## config.mk

```make
export PLATFORM = sky130hd
export DESIGN_NAME = sprite_layer_scheduler
export DESIGN_NICKNAME = d
export VERILOG_FILES = /design/src/rtl/sprite_layer_scheduler.sv
export SDC_FILE = /design/constraint.sdc
export NUM_CORES = 1
export LEC_CHECK = 0
export ABC_AREA = 1
export CORE_AREA = 2 2 151 153
export DETAILED_ROUTE_END_ITERATION = 10
export DIE_AREA = 0 0 153 155
export HOLD_SLACK_MARGIN = 0.15
export PLACE_DENSITY = 0.91
export SETUP_SLACK_MARGIN = 0.05
export SLEW_MARGIN = 0
export SYNTH_ARGS = -nofsm -noshare
export SYNTH_HDL_FRONTEND = slang
export SYNTH_SLANG_ARGS = --single-unit
```

## constraint.sdc

```tcl
create_clock -name clk -period 3.59 [get_ports clk]
set_input_delay 0.5385 -clock clk [delete_from_list [all_inputs] [get_ports clk]]
set_output_delay 0.5385 -clock clk [all_outputs]
set_load 0.02 [all_outputs]
```

## src/rtl/sprite_layer_scheduler.sv

```systemverilog
// rtl/sprite_layer_scheduler.sv - sprite slot scheduler with shadow/active tables; optional overlap flag under SPRITE_SCHED_COLLISION_EN
module sprite_layer_scheduler #(
  parameter int NSLOT = 4,
  parameter int SW    = 63,
  parameter int SH    = 63
) (
  input  logic                     clk,
  input  logic                     reset,
  input  logic signed [9:0]        pixelx,
  input  logic signed [9:0]        pixely,
  input  logic                     pixel_valid,
  input  logic                     frame_start,
  input  logic                     wr_valid,
  output logic                     wr_ready,
  input  logic [$clog2(NSLOT)-1:0] wr_slot,
  input  logic signed [9:0]        wr_posx,
  input  logic signed [9:0]        wr_posy,
  input  logic                     wr_en,
  output logic [11:0]              address,
  output logic [$clog2(NSLOT)-1:0] slot_id,
  output logic                     hit,
  output logic                     collision
);

  localparam int SLW = $clog2(NSLOT);
  localparam logic signed [10:0] SW_S = 11'(SW);
  localparam logic signed [10:0] SH_S = 11'(SH);

  typedef enum logic {S_IDLE, S_COMMIT} state_t;

  state_t          state_q, state_d;
  logic [SLW-1:0]  cnt_q, cnt_d;
  logic            copy_en;

  logic signed [9:0] sh_x_q [NSLOT];
  logic signed [9:0] sh_y_q [NSLOT];
  logic              sh_en_q [NSLOT];
  logic signed [9:0] ac_x_q [NSLOT];
  logic signed [9:0] ac_y_q [NSLOT];
  logic              ac_en_q [NSLOT];

  logic signed [10:0] dx_c [NSLOT];
  logic signed [10:0] dy_c [NSLOT];
  logic [NSLOT-1:0]   inb_c;
  logic [11:0]        addr_c [NSLOT];

  logic [NSLOT-1:0]   s1_inb_q;
  logic [11:0]        s1_addr_q [NSLOT];
  logic               s1_valid_q;

  logic               sel_hit;
  logic [SLW-1:0]     sel_id;
  logic [11:0]        sel_addr;

  logic               hit_q;
  logic [SLW-1:0]     slot_id_q;
  logic [11:0]        addr_q;

  logic               wr_fire;
  assign wr_fire = wr_valid && wr_ready;

  // FSM state and commit slot counter
  always_ff @(posedge clk) begin
    if (reset) begin
      state_q <= S_IDLE;
      cnt_q   <= '0;
    end else begin
      state_q <= state_d;
      cnt_q   <= cnt_d;
    end
  end

  // Next state: IDLE accepts writes, COMMIT walks slots 0..NSLOT-1 once
  always_comb begin
    state_d  = state_q;
    cnt_d    = cnt_q;
    wr_ready = 1'b0;
    copy_en  = 1'b0;
    case (state_q)
      S_IDLE: begin
        wr_ready = 1'b1;
        cnt_d    = '0;
        if (frame_start) state_d = S_COMMIT;
      end
      S_COMMIT: begin
        copy_en = 1'b1;
        cnt_d   = cnt_q + 1'b1;
        if (cnt_q == SLW'(NSLOT - 1)) state_d = S_IDLE;
      end
      default: state_d = S_IDLE;
    endcase
  end

  // Shadow table takes CPU writes; active table is loaded one slot per commit cycle
  always_ff @(posedge clk) begin
    if (reset) begin
      for (int k = 0; k < NSLOT; k++) begin
        sh_x_q[k]  <= '0;
        sh_y_q[k]  <= '0;
        sh_en_q[k] <= 1'b0;
        ac_x_q[k]  <= '0;
        ac_y_q[k]  <= '0;
        ac_en_q[k] <= 1'b0;
      end
    end else begin
      if (wr_fire) begin
        sh_x_q[wr_slot]  <= wr_posx;
        sh_y_q[wr_slot]  <= wr_posy;
        sh_en_q[wr_slot] <= wr_en;
      end
      if (copy_en) begin
        ac_x_q[cnt_q]  <= sh_x_q[cnt_q];
        ac_y_q[cnt_q]  <= sh_y_q[cnt_q];
        ac_en_q[cnt_q] <= sh_en_q[cnt_q];
      end
    end
  end

  // Per-slot offset and bounds test; sign bit of the 11-bit offset covers pixel < pos
  always_comb begin
    inb_c = '0;
    for (int k = 0; k < NSLOT; k++) begin
      dx_c[k]   = {pixelx[9], pixelx} - {ac_x_q[k][9], ac_x_q[k]};
      dy_c[k]   = {pixely[9], pixely} - {ac_y_q[k][9], ac_y_q[k]};
      inb_c[k]  = ac_en_q[k] && !dx_c[k][10] && !dy_c[k][10] &&
                  (dx_c[k] <= SW_S) && (dy_c[k] <= SH_S);
      addr_c[k] = {dy_c[k][5:0], dx_c[k][5:0]};
    end
  end

  // Stage 1: register per-slot hits and addresses with the pixel qualifier
  always_ff @(posedge clk) begin
    if (reset) begin
      s1_inb_q   <= '0;
      s1_valid_q <= 1'b0;
      for (int k = 0; k < NSLOT; k++) s1_addr_q[k] <= '0;
    end else begin
      s1_inb_q   <= inb_c;
      s1_valid_q <= pixel_valid;
      for (int k = 0; k < NSLOT; k++) s1_addr_q[k] <= addr_c[k];
    end
  end

  // Priority pick: scanning downward leaves the lowest in-bounds slot selected
  always_comb begin
    sel_hit  = 1'b0;
    sel_id   = '0;
    sel_addr = '0;
    for (int k = NSLOT - 1; k >= 0; k--) begin
      if (s1_inb_q[k]) begin
        sel_hit  = 1'b1;
        sel_id   = SLW'(k);
        sel_addr = s1_addr_q[k];
      end
    end
  end

  // Stage 2: registered outputs, forced to zero without a valid hit
  always_ff @(posedge clk) begin
    if (reset) begin
      hit_q     <= 1'b0;
      slot_id_q <= '0;
      addr_q    <= '0;
    end else if (s1_valid_q && sel_hit) begin
      hit_q     <= 1'b1;
      slot_id_q <= sel_id;
      addr_q    <= sel_addr;
    end else begin
      hit_q     <= 1'b0;
      slot_id_q <= '0;
      addr_q    <= '0;
    end
  end

  assign hit     = hit_q;
  assign slot_id = slot_id_q;
  assign address = addr_q;

`ifdef SPRITE_SCHED_COLLISION_EN
  logic coll_q;
  logic multi_c;
  logic start_c;
  assign multi_c = (s1_inb_q & (s1_inb_q - 1'b1)) != '0;
  assign start_c = (state_q == S_IDLE) && frame_start;

  // Sticky overlap flag; a set on the commit-start cycle beats the clear
  always_ff @(posedge clk) begin
    if (reset)                       coll_q <= 1'b0;
    else if (s1_valid_q && multi_c)  coll_q <= 1'b1;
    else if (start_c)                coll_q <= 1'b0;
  end

  assign collision = coll_q;
`else
  assign collision = 1'b0;
`endif

endmodule

```

==> results.txt <==
----------------------------------------------------
[Status]
  Outcome ... complete, no violations

[Setup path]
  Type of destination of the critical path ... flop
  Maximum net fanout on the critical path ... 43
  WP data arrival ... between 2 and 3 ns
  Required time of the worst setup path ... about 3.9 ns
  Critical Setup Path Class ... reg -> reg
  Critical path's top delay family ... buffers and inverters
  Worst path slowest cell ... sky130_fd_sc_hd__dfxtp_1
  Max incr delay on CP ... between 0.6 and 0.7 ns
  Critical Path Start Type ... flop
  Cell breakdown of the critical path ... clkinv_2 -> nand2_1 -> buf_4 -> nand2_1 -> buf_4
  Crit path buf inv count ... 3

[Yosys]
  Syn Area/Cell ... roughly 8.2 µm²
  Synthesized flop and latch total ... 239
  Synth top area cells ... sky130_fd_sc_hd__edfxtp_1, sky130_fd_sc_hd__dfxtp_1, sky130_fd_sc_hd__nand2_1
  Synth area leader ... sky130_fd_sc_hd__edfxtp_1
  Post-synthesis simple-gate area fraction ... 0.2412
  Total standard cell area after synthesis ... roughly 13000 µm²
  Post-Synthesis Cells ... around 1600
  Netlist cell types ... between 40 and 50
  Mapped Nets ... between 1500 and 2000
  Xor and xnor fraction of the mapped netlist area ... 0.01118
  Share of synthesized flip-flops with an asynchronous set or reset ... 0
  Adder and majority gate portion of the synthesized area ... 0.08815
  Main combinational cell family by area after synthesis ... simple AND/OR/NAND/NOR gates
  Proportion of synthesized area in mux cells ... 0
  Complex-gate fraction of the synthesized area ... 0.08167
  Yosys top cell area share ... 0.3789
  Seq/Total Area, Yosys ... 0.4857
  Synthesis Warnings ... 0
  Number of synthesized flops with an enable pin ... 168
  Most used flip-flop cell after synthesis ... sky130_fd_sc_hd__edfxtp_1

[Clock network]
  CTS Buf Count ... 25
  Sink count of the clock tree ... around 240
  CTS clk-pin slew, worst paths ... roughly 0.060 ns
  Post-CTS Hold Buffers ... 0
  Buffers from clock root to sink, at most ... 3
  Number of H-tree levels ... 1
  CTS tree ... yes
  Root cell of the clock tree ... sky130_fd_sc_hd__clkbuf_16
  Number of resized instances in the post-cts repair step ... 0
  Later-pin clock latency in the skew report ... 0.55 ns
  Setup bufs post-CTS ... 0

[Pwr]
  Peak supply drop ... 0.4257 mV
  Switching part of the total power ... 0.2805
  PwrDens ... around 470 nW/µm²
  Leakage power summed over all cells ... 7.009 nW
  Sequential fraction of design power ... 0.453
  Combinational power share ... 0.177
  Clock Power Share ... 0.370
  Internal power of the cells ... 0.005120 W
  Net Sw Power ... 0.001996 W

[Drt]
  Wirelength per Cell ... between 15 and 20 µm
  Post-route DRC violation count ... 0
  Per-cell via count in the routed design ... roughly 5.4
  Number of nets with antenna violations after routing ... 0
  Count of routing violations after the opening detailed-route iteration ... roughly 920
  Router iterations before antenna repair ... 5
  Overall routed net length ... approximately 32000 µm
  Count of vias placed by the detailed router ... around 11000

[STA]
  Max Slew Vio Count ... 0
  Post-route clock skew ... 0.02078 ns
  Achievable Freq ... 0.4289 GHz
  Final Cycle Share ... 0.6495
  Worst-margin pin slew ... between 0.9 and 1 ns
  Final worst-path setup slack ... between 1 and 1.5 ns
  Finish-stage setup viols ... 0
  Post-route setup TNS ... 0 ns
  Worst slew margin relative to its limit ... 0.3969
  Hold violation count in the final report ... 0
  Final min period ... between 2 and 2.5 ns
  Setup repair after global routing missed its margin ... false

[Layout]
  Most common cell after layout, fill and taps aside ... sky130_fd_sc_hd__nand2_1
  Final layout net count ... roughly 1800
  Synthesis-to-layout area growth ... 13.33%
  N_diodes ... 0
  Number of filler cells placed in the layout ... 1764
  Proportion of layout cells with a drive suffix above 1 ... 0.06909
  Post-route insts no fill ... approximately 2000
  Sequential Area ... around 6500 µm²
  Area taken by multi-input logic gates ... between 5000 and 6000 µm²
  Most used cells in the layout excluding fill and tap cells ... sky130_fd_sc_hd__nand2_1, sky130_fd_sc_hd__nor2_1, sky130_fd_sc_hd__inv_1

[GRT]
  Vias in the first global route ... 10110
  Initial antenna violation count ... 0
  GRT Overall Usage ... 0.2707
  First-pass GRT wire length ... just over 50000 µm
  Total gr overflow ... 0
  Largest net degree at the start of global routing ... between 40 and 50

[Die]
  Total number of placement rows ... 55
  Area of the core ... 22230 µm²
  Overall die width ... 153 µm
  Number of primary I/O pins ... 65
  Floorplan die height ... 155 µm
  Die area ... 23720 µm²
  Initial core utilization ... 0.5990

[Place]
  Detailed Place HPWL ... ~24000 µm
  Place WS ... between 0.8 and 0.9 ns
  Number of port buffers ... 63
  Placed cells ... just under 2000
  Final Wtd Congestion ... ~0.94

[Job]
  Number of violations of the max-capacitance limit ... 0

[Worst hold path]
  Path class of the lowest-slack min-delay path ... reg -> reg

----------------------------------------------------
## power by group through the flow
stage	sequential [W]	combinational, W	clock [W]
6_report	0.00323	0.00126	0.00263
3_3_place_gp	0.00327	0.00120	0
3_5_place_dp	0.00328	0.00123	0
5_1_grt	0.00324	0.00141	0.00276
2_1_floorplan	0.00325	0.000883	0
4_1_cts	0.00323	0.00124	0.00264
## Yosys cell counts (3+ instances only)
cell / n
sky130_fd_sc_hd__nand3b_1: 7
sky130_fd_sc_hd__a21o_1: 4
sky130_fd_sc_hd__nand3_2: 6
sky130_fd_sc_hd__nand2_2: 10
sky130_fd_sc_hd__nor2_1: 297
sky130_fd_sc_hd__a311oi_2: 7
sky130_fd_sc_hd__ha_1: 81
sky130_fd_sc_hd__clkbuf_1: 8
sky130_fd_sc_hd__fa_1: 8
sky130_fd_sc_hd__a311oi_1: 4
sky130_fd_sc_hd__o22ai_1: 29
sky130_fd_sc_hd__nand2_1: 365
sky130_fd_sc_hd__dfxtp_1: 71
sky130_fd_sc_hd__xor2_1: 13
sky130_fd_sc_hd__o21ai_0: 48
sky130_fd_sc_hd__xnor2_1: 4
sky130_fd_sc_hd__nor2_2: 14
sky130_fd_sc_hd__nor3_1: 4
sky130_fd_sc_hd__inv_2: 11
sky130_fd_sc_hd__nand4_1: 15
sky130_fd_sc_hd__a21oi_1: 57
sky130_fd_sc_hd__a21oi_2: 3
sky130_fd_sc_hd__o21bai_1: 10
sky130_fd_sc_hd__buf_1: 5
sky130_fd_sc_hd__inv_1: 260
sky130_fd_sc_hd__nand3_1: 60
sky130_fd_sc_hd__buf_2: 23
sky130_fd_sc_hd__o21ai_1: 11
sky130_fd_sc_hd__edfxtp_1: 168
## sequential cells by signal (all words and copies together), names as in the netlist
name	count
s1_addr_q	48
ac_x_q	40
ac_y_q	40
sh_x_q	40
sh_y_q	40
address	12
ac_en_q	4
s1_inb_q	4
sh_en_q	4
cnt_q	2
slot_id	2
hit	1
s1_valid_q	1
state_q	1
## metal layers
layer,global-route usage,vias to the layer above,routed length [µm]
li1,-,5332,-
met5,0,-,0
met3,0.02841,61,2195
met1,0.3597,4902,13520
met4,0.07981,0,1027
met2,0.4741,445,15690
## per-stage QoR
step | utilization | instance area, µm² | hold WS (ns) | total power (W)
3_5_place_dp | 0.6416 | 14260 | 0.4576 | 0.004512
4_1_cts | 0.6788 | 15090 | 0.4691 | 0.007110
6_report | 0.6788 | 15090 | 0.4702 | 0.007116
3_3_place_gp | 0.6416 | 14260 | 0.4363 | 0.004478
2_1_floorplan | - | 13310 | 0.4297 | 0.004135
5_1_grt | 0.6788 | 15090 | 0.4785 | 0.007406
## worst paths after layout
check	from	endpoint	slack (ns)	cells past startpoint
setup / recovery	cnt_q[0]	ac_x_q[0][9]	1.26	5
hold / removal	s1_valid_q	hit	0.47	2
setup reg to reg	cnt_q[0]	ac_x_q[0][9]	1.26	5
hold reg to reg	s1_valid_q	hit	0.47	2
## kinds of logic (layout without fill, tap and decap cells)
kind of cell	count (synthesis)	count (layout)
adders and majority gates	89	89
other	1	1
DFF	239	239
xor gates and xnor gates	17	17
buffers and inverters	313	400
and+or+nand+nor	783	783
AOI/OAI and AO/OA	179	179
## cell type report
class / count / share of cell area
clock buffer: 31 / 0.04362
clock inverter: 14 / 0.01119
inverter: 272 / 0.06775
multi-input combinational: 1069 / 0.3735
sequential: 239 / 0.4286
tap: 285 / 0.02363
timing repair buffer: 83 / 0.05175
## worst register-to-register path: stages (launching register included)
cell and delay, ns:
sky130_fd_sc_hd__dfxtp_1 0.63, sky130_fd_sc_hd__clkinv_2 0.58, sky130_fd_sc_hd__nand2_1 0.23, sky130_fd_sc_hd__buf_4 0.28
sky130_fd_sc_hd__nand2_1 0.09, sky130_fd_sc_hd__buf_4 0.24
Note: power is estimated with default switching activity, not from simulation.
